==> config.mk <==
export PLATFORM = sky130hd
export DESIGN_NAME = ulx3s_pll_reset_seq_flat
export DESIGN_NICKNAME = d
export VERILOG_FILES = /design/src/rtl/ulx3s_pll_reset_seq_if.sv /design/src/rtl/ulx3s_pll_reset_seq.sv /design/src/flat_wrapper.sv
export SDC_FILE = /design/constraint.sdc
export NUM_CORES = 1
export LEC_CHECK = 0
export ABC_AREA = 1
export BUFFER_PORTS_ARGS = -buffer_cell sky130_fd_sc_hd__buf_4
export CAP_MARGIN = 30
export CORE_AREA = 8 8 68 70
export CTS_CLUSTER_DIAMETER = 150
export DETAILED_ROUTE_END_ITERATION = 8
export DIE_AREA = 0 0 76 78
export HOLD_SLACK_MARGIN = 0.02
export PLACE_DENSITY = 0.58
export SLEW_MARGIN = 10
export SYNTH_ARGS = -nofsm -noshare
export SYNTH_HDL_FRONTEND = slang
export SYNTH_SLANG_ARGS = --single-unit
==> constraint.sdc <==
create_clock -name clock -period 1.5 [get_ports clock]
set_input_delay 0 -clock clock [delete_from_list [all_inputs] [get_ports clock]]
set_output_delay 0 -clock clock [all_outputs]
set_load 0.005 [all_outputs]
==> src/rtl/ulx3s_pll_reset_seq_if.sv <==
// ulx3s_pll_reset_seq_if: lock input and reset/status outputs of one PLL clock domain.
// The master modport belongs to the sequencer; the slave modport belongs to the PLL/consumer side.
interface ulx3s_pll_reset_seq_if;
    logic       pll_locked;
    logic       rst_out;
    logic       ready;
    logic       lost_lock;
    logic [7:0] loss_count;

    modport master (
        input  pll_locked,
        output rst_out,
        output ready,
        output lost_lock,
        output loss_count
    );

    modport slave (
        output pll_locked,
        input  rst_out,
        input  ready,
        input  lost_lock,
        input  loss_count
    );
endinterface

==> src/rtl/ulx3s_pll_reset_seq.sv <==
// ulx3s_pll_reset_seq: synchronises and debounces a PLL lock, then releases a domain reset.
// Define ULX3S_PLL_RESET_SEQ_LOSS_COUNT_EN to build the saturating lock-loss counter.
module ulx3s_pll_reset_seq #(
    parameter int SYNC_STAGES   = 2,
    parameter int STABLE_CYCLES = 1024,
    parameter int HOLD_CYCLES   = 256
) (
    input  logic                     clock,
    input  logic                     reset,
    ulx3s_pll_reset_seq_if.master    bus
);
    localparam int MAXC = (STABLE_CYCLES > HOLD_CYCLES) ? STABLE_CYCLES : HOLD_CYCLES;
    localparam int CW   = $clog2(MAXC) + 1;
    localparam logic [CW-1:0] STABLE_LAST = CW'(STABLE_CYCLES - 1);
    localparam logic [CW-1:0] HOLD_LAST   = CW'(HOLD_CYCLES - 1);

    typedef enum logic [1:0] {WAIT_LOCK, STABILIZE, RUN, HOLD} state_t;

    state_t                 state;
    logic [CW-1:0]          cnt;
    logic [SYNC_STAGES-1:0] sync;
    logic                   locked_s;
    logic                   rst_q;
    logic                   ready_q;
    logic                   lost_q;

    assign locked_s = sync[SYNC_STAGES-1];

    always_ff @(posedge clock or posedge reset) begin
        if (reset) sync <= '0;
        else       sync <= {sync[SYNC_STAGES-2:0], bus.pll_locked};
    end

    // Outputs are registered alongside the state so they change on the transition edge.
    always_ff @(posedge clock or posedge reset) begin
        if (reset) begin
            state   <= WAIT_LOCK;
            cnt     <= '0;
            rst_q   <= 1'b1;
            ready_q <= 1'b0;
            lost_q  <= 1'b0;
        end else begin
            lost_q <= 1'b0;
            case (state)
                WAIT_LOCK: begin
                    if (locked_s) begin
                        state <= STABILIZE;
                        cnt   <= '0;
                    end
                end
                STABILIZE: begin
                    if (!locked_s) begin
                        state <= WAIT_LOCK;
                        cnt   <= '0;
                    end else if (cnt == STABLE_LAST) begin
                        state   <= RUN;
                        cnt     <= '0;
                        rst_q   <= 1'b0;
                        ready_q <= 1'b1;
                    end else begin
                        cnt <= cnt + CW'(1);
                    end
                end
                RUN: begin
                    if (!locked_s) begin
                        state   <= HOLD;
                        cnt     <= '0;
                        rst_q   <= 1'b1;
                        ready_q <= 1'b0;
                        lost_q  <= 1'b1;
                    end
                end
                HOLD: begin
                    if (cnt == HOLD_LAST) begin
                        state <= WAIT_LOCK;
                        cnt   <= '0;
                    end else begin
                        cnt <= cnt + CW'(1);
                    end
                end
                default: begin
                    state   <= WAIT_LOCK;
                    cnt     <= '0;
                    rst_q   <= 1'b1;
                    ready_q <= 1'b0;
                end
            endcase
        end
    end

    assign bus.rst_out   = rst_q;
    assign bus.ready     = ready_q;
    assign bus.lost_lock = lost_q;

`ifdef ULX3S_PLL_RESET_SEQ_LOSS_COUNT_EN
    logic [7:0] loss_q;

    // Counts on the same edge as the lost_lock pulse; survives relock, cleared only by reset.
    always_ff @(posedge clock or posedge reset) begin
        if (reset)                                            loss_q <= '0;
        else if (state == RUN && !locked_s && loss_q != 8'hff) loss_q <= loss_q + 8'd1;
    end

    assign bus.loss_count = loss_q;
`else
    assign bus.loss_count = 8'd0;
`endif
endmodule

==> src/flat_wrapper.sv <==
// flat-port wrapper written by rule: the top's interface ports become plain ports
module ulx3s_pll_reset_seq_flat 
#(
    parameter int SYNC_STAGES   = 2,
    parameter int STABLE_CYCLES = 1024,
    parameter int HOLD_CYCLES   = 256
)
  (clock, reset, bus_pll_locked, bus_rst_out, bus_ready, bus_lost_lock, bus_loss_count);
  ulx3s_pll_reset_seq_if bus_i ();
  input  logic clock;
  input  logic reset;
  input wire logic [$bits(bus_i.pll_locked)-1:0] bus_pll_locked;
  output wire logic [$bits(bus_i.rst_out)-1:0] bus_rst_out;
  output wire logic [$bits(bus_i.ready)-1:0] bus_ready;
  output wire logic [$bits(bus_i.lost_lock)-1:0] bus_lost_lock;
  output wire logic [$bits(bus_i.loss_count)-1:0] bus_loss_count;
  assign bus_i.pll_locked = bus_pll_locked;
  assign bus_rst_out = bus_i.rst_out;
  assign bus_ready = bus_i.ready;
  assign bus_lost_lock = bus_i.lost_lock;
  assign bus_loss_count = bus_i.loss_count;
  ulx3s_pll_reset_seq #(.SYNC_STAGES(SYNC_STAGES), .STABLE_CYCLES(STABLE_CYCLES), .HOLD_CYCLES(HOLD_CYCLES)) u_core (.clock(clock), .reset(reset), .bus(bus_i));
endmodule
==> impl_metrics.env, run 1 <==
export IMPL_clk_path_buf_depth=2
export IMPL_grt_max_degree=19
export IMPL_initial_utilization_pct=29.1
export IMPL_combPwrFrac_pct=23.7
export IMPL_htree_levels=1
export IMPL_cts_root_buf="clkbuf_4"
export IMPL_setup_viol=0
export IMPL_drive_gt1_share_pct=19.6
export IMPL_drcViolationCount=0
export IMPL_slew_headroom_pct=54.9
export IMPL_grtUsageTotal_pct=7.37
export IMPL_drt_wl_total_microns=1990
export IMPL_regArea_sq_um=452
export IMPL_synthCells=132
export IMPL_synth_top_area_cell="dfrtp_1"
export IMPL_io_buffers=5
export IMPL_rsz0062_at_grt="no"
export IMPL_grt_pass1_vias=899
export IMPL_die_area_sq_um=5930
export IMPL_gp_congestion=0.815
export IMPL_finalSetupTns_ns=0
export IMPL_hold_path_class="in -> async"
export IMPL_status="completed"
export IMPL_worstMarginPinSlew_ns=0.676
export IMPL_setup_worst_path_class="reg -> reg"
export IMPL_die_w_microns=76
export IMPL_yosys_top_cells_area="dfrtp_1 41%, nand2_1 15%, inv_1 6.2%"
export IMPL_ys_async_sr_fraction_pct=100
export IMPL_final_fill_count=374
export IMPL_clock_sinks=18
export IMPL_fin_crit_sh_pct=91.8
export IMPL_crit_fanout=9
export IMPL_finClkSkew_ns=0.00113
export IMPL_yosysUniqueCellTypes=26
export IMPL_swShare_pct=32.4
export IMPL_crit_path_start_kind="flop"
export IMPL_pwr_share_seq_pct=53.3
export IMPL_cts_buffers=3
export IMPL_drt_wirelength_per_cell_microns=10.4
export IMPL_end_kind="flop"
export IMPL_synth_area_sq_um=1030
export IMPL_grt_pass1_wl_microns=3690
export IMPL_leakagePower_nw=0.609
export IMPL_antenna_cells=0
export IMPL_seq_area_frac_synth_pct=43.7
export IMPL_nets=148
export IMPL_finalCriticalPeriod_ns=1.38
export IMPL_pin_count=14
export IMPL_hold_slack_ns=0.356
export IMPL_ant_nets=0
export IMPL_syn_avg_cell_area_sq_um=7.83
export IMPL_synth_seq_cells=18
export IMPL_synth_top_cell_area_share_pct=41.2
export IMPL_ys_warn_count=0
export IMPL_antenna_found_initial=0
export IMPL_core_area_sq_um=3550
export IMPL_synth_edf_count=0
export IMPL_p_sw_uw=351
export IMPL_synthFlopType="dfrtp_1"
export IMPL_cp_arrival_ns=1.55
export IMPL_clockPowerShare_pct=23.0
export IMPL_p_per_area_nw_per_um2=920
export IMPL_peakVddDrop_mv=0.447
export IMPL_area_growth_pct=13.8
export IMPL_required_ns=1.68
export IMPL_drt_iter0_drc=15
export IMPL_clk_latency_ns=0.29
export IMPL_dp_final_hpwl_microns=1520
export IMPL_intPower_uw=731
export IMPL_max_freq_mhz=726
export IMPL_gr_total_overflow=0
export IMPL_multiInputGateArea_sq_um=502
export IMPL_clkSlewWorstSetupHoldPaths_ns=0.10
export IMPL_firstDrtPassIters=4
export IMPL_dr_total_vias=814
export IMPL_via_per_inst=4.26
export IMPL_hold_viol_final=0
export IMPL_tritoncts="built"
export IMPL_drv_slew=0
export IMPL_fp_row_count=22
export IMPL_die_height_microns=78
export IMPL_max_cap_violations=0
==> worst max-delay path, cell delays in order (launching register included) <==
cell     delay [ns]
dfrtp_1        0.43
ha_4           0.18
nand2_2        0.08
nor2_4         0.14
nand3_2        0.09
nand2_2        0.12
nand2_4        0.10
nand2_1        0.07
o21ai_0        0.08
==> cells in the mapped netlist (2+ instances only) <==
library cell  instances
inv_2                 2
nand4_1               2
nand2_2               3
dfrtp_1              17
nand2_1              41
o21ai_0               4
nor2_1                5
nand3_1              12
nor2_2                3
buf_4                 8
xor2_1                4
inv_1                17
==> state kept, by name, summed over array words and instances, names as in the netlist, named ones only <==
name,flops
u_core.state,1
u_core.sync,2
u_core.bus.ready,1
u_core.cnt,11
u_core.bus.lost_lock,1
u_core.bus.rst_out,1
==> power by group through the flow <==
stage                     combinational [mW]  sequential, mW  clock [mW]
after floorplan                        0.192           0.565           0
after global placement                 0.213           0.572           0
after detailed placement               0.225           0.575           0
after CTS                              0.231           0.566       0.261
after global routing                   0.291           0.583       0.278
final                                  0.257           0.577       0.249
==> path summary, 6_finish.rpt <==
path | startpoint | end | slack [ns] | cells past startpoint
min in group clock | bus_pll_locked | u_core.sync[0]$_DFF_PP0_ | 0.36 | 2
max in group asynchronous | reset | u_core.cnt[7]$_DFFE_PP0P_ | 0.71 | 3
worst min register to register | u_core.sync[0]$_DFF_PP0_ | u_core.sync[1]$_DFF_PP0_ | 0.36 | 0
worst max register to register | u_core.cnt[0]$_DFFE_PP0P_ | u_core.cnt[0]$_DFFE_PP0P_ | 0.12 | 8
worst min-delay path | reset | u_core.sync[0]$_DFF_PP0_ | 0.36 | 3
worst max-delay path | u_core.cnt[0]$_DFFE_PP0P_ | u_core.cnt[0]$_DFFE_PP0P_ | 0.12 | 8
==> metrics by stage <==
stage | power, mW | instances | worst slack [ns] | cell area, sq um | utilization [%]
floorplan | 0.757 | 139 | 0.278 | 1060 | -
global placement | 0.785 | 184 | 0.186 | 1100 | 30.9
detailed placement | 0.800 | 184 | 0.117 | 1100 | 30.9
CTS | 1.06 | 190 | 0.0805 | 1140 | 32.2
global route | 1.15 | 191 | 0.00795 | 1180 | 33.1
finish | 1.08 | 191 | 0.123 | 1180 | 33.1
==> layout by cell type, fill, tap and decap left out <==
master          n
xor2_1          4
or2_2           1
nor2_1          5
nand2_1        40
nor3_4          1
ha_4            1
inv_1          17
nor2_2          2
and2_4          1
o21ai_0         4
nand3_1        11
nor2_4          2
dfstp_2         1
clkbuf_4        3
nand4_1         2
a21o_1          1
a21oi_1         1
clkbuf_1        1
nand3_2         2
nor3_1          1
nand2_2         4
inv_2           2
conb_1          8
o22ai_1         1
dlygate4sd3_1   2
nand2_4         1
buf_4           6
dfrtp_1        17
a21o_2          1
==> what timing repair did <==
item                       CTS  global route
hold endpoints to repair    18             0
resized for setup            0             5
hold buffers                 2             0
setup buffers                0             1
setup endpoints to repair    0            13
==> routing by layer <==
metal / vias up / track usage (%) / part of all wire, % / routed length (microns)
li1: 411 / - / - / -
met1: 390 / 7.46 / 44 / 866
met2: 13 / 13.1 / 50 / 998
met3: 0 / 3.00 / 6.1 / 122
met4: 0 / 3.14 / 0 / 0
met5: - / 0 / 0 / 0
==> area by class of cell <==
| cell class | count | area share, % |
|---|---|---|
| tap | 48 | 5.11 |
| sequential | 18 | 38.4 |
| timing repair buffer | 8 | 5.53 |
| clock buffer | 4 | 2.23 |
| multi-input combinational | 94 | 42.7 |
| inverter | 19 | 6.06 |
==> cell families after synthesis <==
group | share of synthesized area, %
AO/OA/AOI/OAI | 4.60
XOR/XNOR | 3.39
adder cells (fa/ha/maj) | 1.21
buffers and inverters | 12.7
flip-flops | 43.7
other | 0.363
AND/OR/NAND/NOR | 34.0
(Power assumes the default switching activity.)
==> run 2, diff against run 1 <==
--- a/config.mk
+++ b/config.mk
@@ -5,7 +5,6 @@
 export SDC_FILE = /design/constraint.sdc
 export NUM_CORES = 1
 export LEC_CHECK = 0
-export ABC_AREA = 1
 export BUFFER_PORTS_ARGS = -buffer_cell sky130_fd_sc_hd__buf_4
 export CAP_MARGIN = 30
 export CORE_AREA = 8 8 68 70
==> run 2 against run 1 <==
The flow now finishes with violations (negative setup slack). Non-clock buffer count is 18 higher. Critical path depth fell by 3. Die area did not move. Combinational power fell by 69%. Maximum frequency fell by 9.8%. Critical endpoint is now u_core.cnt[7]$_DFFE_PP0P_. Critical path type unchanged. Synthesized area rose by 0.24%. Clock skew is essentially flat.
==> impl_metrics.env, run 2 <==
export IMPL_largest_register_ffs=11
export IMPL_dr_total_vias=892
export IMPL_required_ns=1.73
export IMPL_cp_slowest_cell="dfrtp_1"
export IMPL_path_cells="ha_2 > and4_4 > o211a_4 > or4_4 > o211ai_2"
export IMPL_setup_viol=1
export IMPL_cts_buffers=3
export IMPL_pin_count=14
export IMPL_ant_nets=0
export IMPL_drt_wl_total_microns=2300
export IMPL_drt_iter0_drc=30
export IMPL_clkSlewWorstSetupHoldPaths_ns=0.10
export IMPL_synth_most_common_cell="dfrtp_1"
export IMPL_io_buffers=5
export IMPL_fp_row_count=22
export IMPL_crit_fanout=7
export IMPL_synthFlopType="dfrtp_1"
export IMPL_final_common_cell="buf_4"
export IMPL_htree_levels=1
export IMPL_ys_warn_count=0
export IMPL_hold_path_class="in -> async"
export IMPL_slew_headroom_pct=54.8
export IMPL_peakVddDrop_mv=0.424
export IMPL_drt_wirelength_per_cell_microns=12.8
export IMPL_grtUsageTotal_pct=8.11
export IMPL_synth_top_cell_area_share_pct=41.1
export IMPL_synth_edf_count=0
export IMPL_p_total_uw=886
export IMPL_yosys_top_cells_area="dfrtp_1 41%, buf_4 5.8%, o21ai_0 4.8%"
export IMPL_gp_congestion=0.777
export IMPL_seq_area_frac_synth_pct=43.6
export IMPL_slowest_delay_ns=0.42
export IMPL_gr_total_overflow=0
export IMPL_via_per_inst=4.98
export IMPL_die_height_microns=78
export IMPL_yosys_top_cells_count="17 x dfrtp_1, 10 x o21ai_0, 9 x nand2_1"
export IMPL_crit_start="u_core.cnt[0]$_DFFE_PP0P_"
export IMPL_rsz0062_at_grt="yes"
export IMPL_firstDrtPassIters=4
export IMPL_grt_max_degree=19
export IMPL_hold_viol_final=0
export IMPL_end_kind="flop"
export IMPL_grt_pass1_wl_microns=3950
export IMPL_finalCriticalPeriod_ns=1.53
export IMPL_syn_avg_cell_area_sq_um=9.68
export IMPL_worstMarginPinSlew_ns=0.678
export IMPL_ys_async_sr_fraction_pct=100
export IMPL_clk_latency_ns=0.30
export IMPL_violations="negative setup slack"
export IMPL_core_area_sq_um=3550
export IMPL_fin_crit_sh_pct=102
export IMPL_max_cap_violations=0
export IMPL_drive_gt1_share_pct=31.3
export IMPL_drcViolationCount=0
export IMPL_p_per_area_nw_per_um2=686
export IMPL_clk_path_buf_depth=2
export IMPL_crit_path_start_kind="flop"
export IMPL_grt_pass1_vias=841
export IMPL_drv_slew=0
export IMPL_hold_slack_ns=0.346
export IMPL_reg_largest_list="u_core.cnt: 11 flops, u_core.sync: 2 flops"
export IMPL_synth_top_area_cell="dfrtp_1"
export IMPL_layout_cells_most_common_list="24 x buf_4, 17 x dfrtp_1, 9 x nand2_1, 8 x conb_1, 7 x o21ai_0"
export IMPL_worst_r2r_path_depth=5
export IMPL_final_fill_count=364
export IMPL_antenna_cells=0
export IMPL_max_freq_mhz=655
export IMPL_initial_utilization_pct=29.2
export IMPL_status="finished, violations left"
export IMPL_worstReg2RegEnd="u_core.cnt[7]$_DFFE_PP0P_"
export IMPL_tritoncts="built"
export IMPL_synth_area_sq_um=1040
export IMPL_fin_ws_ns=-0.0260
export IMPL_setup_worst_path_class="reg -> reg"
export IMPL_rrSetupSlack_ns=-0.03
export IMPL_antenna_found_initial=0
export IMPL_r2r_start="u_core.cnt[0]$_DFFE_PP0P_"
export IMPL_clock_sinks=18
export IMPL_die_w_microns=76
export IMPL_regArea_sq_um=452
export IMPL_area_growth_pct=24.6
export IMPL_leakagePower_nw=0.591
export IMPL_dp_final_hpwl_microns=1650
export IMPL_die_area_sq_um=5930
export IMPL_yosysUniqueCellTypes=41
export IMPL_nets=136
export IMPL_synth_seq_cells=18
export IMPL_synthCells=107
export IMPL_endpoint="u_core.cnt[7]$_DFFE_PP0P_"
export IMPL_finClkSkew_ns=0.000787
export IMPL_cts_root_buf="clkbuf_4"
export IMPL_top_register="u_core.cnt"
export IMPL_cp_arrival_ns=1.76
export IMPL_multiInputGateArea_sq_um=524
## run 2: cell count changes in the layout (fill, tap and decap cells not counted), moves of 3 or more
cell     delta
o21ai_0     +3
nor3b_1     +3
o21ai_1     +3
nand3_1     -7
nand2_2     -4
inv_1      -12
buf_4      +18
nand2_1    -31
and4_1      +3
## run 2: repair_timing
action	in CTS	in global routing
endpoints found under the setup margin	9	8
pin swaps	1	1
buffers inserted	2	2
endpoints found under the hold margin	18	0
resized for setup	4	3
hold buffers	2	0
## run 2: cells by family (layout without fill, tap and decap cells)
logic type      count (synthesis)  in the layout  synth area share, %
simple gates                   37             37                 21.3
fa+ha+maj                       1              1                 1.21
xor+xnor                        3              3                 2.54
compound gates                 29             29                 20.7
buf+inv                        18             35                 10.4
other cells                     1              8                0.362
flops                          18             18                 43.6
## run 2: layout make-up
class                      instances  area share (%)
multi-input combinational         78            40.6
sequential                        18            35.0
timing repair buffer              26            15.5
tap                               48            4.65
clock buffer                       4            2.81
inverter                           5            1.45
## run 2: worst min-delay path by stage
| stage | cells after the start | to | from |
|---|---|---|---|
| after floorplan | 1 | asynchronous set/reset pin | reset |
| after global placement | 1 | u_core.sync[0]$_DFF_PP0_ | bus_pll_locked |
| after detailed placement | 1 | u_core.sync[0]$_DFF_PP0_ | bus_pll_locked |
| after CTS | 2 | u_core.sync[0]$_DFF_PP0_ | bus_pll_locked |
| after global routing | 2 | u_core.sync[0]$_DFF_PP0_ | bus_pll_locked |
| final | 3 | u_core.cnt[1]$_DFFE_PP0P_ | reset |
## run 2: routing by layer
metal / global-route usage, % / vias to the layer above / routed length [microns]
li1: - / 424 / -
met1: 8.78 / 432 / 950
met2: 13.8 / 32 / 1160
met3: 3.46 / 4 / 166
met4: 2.94 / 0 / 22
met5: 0 / - / 0
## run 2: power by group
| part | internal [mW] | switching, mW |
|---|---|---|
| logic | 0.0317 | 0.0471 |
| registers | 0.494 | 0.00655 |
| clock network | 0.148 | 0.159 |
## run 2: worst max-delay path: cells and delay by family (launching register included)
family / cells / cell delay [ns]
fa+ha+maj: 1 / 0.19
flops: 1 / 0.42
compound gates: 2 / 0.23
simple gates: 2 / 0.62
## run 2: per-stage QoR
stage          TNS (ns)  std cells  setup slack, ns  utilization (%)  cell area, sq um
3_5_place_dp     -0.207        169          -0.0615             33.5              1190
3_3_place_gp    -0.0354        169          -0.0243             33.5              1190
6_report        -0.0260        179          -0.0260             36.4              1290
5_1_grt          -0.339        179          -0.0851             36.4              1290
2_1_floorplan         0        114           0.0213                -              1070
4_1_cts         -0.0349        177          -0.0334             35.8              1270
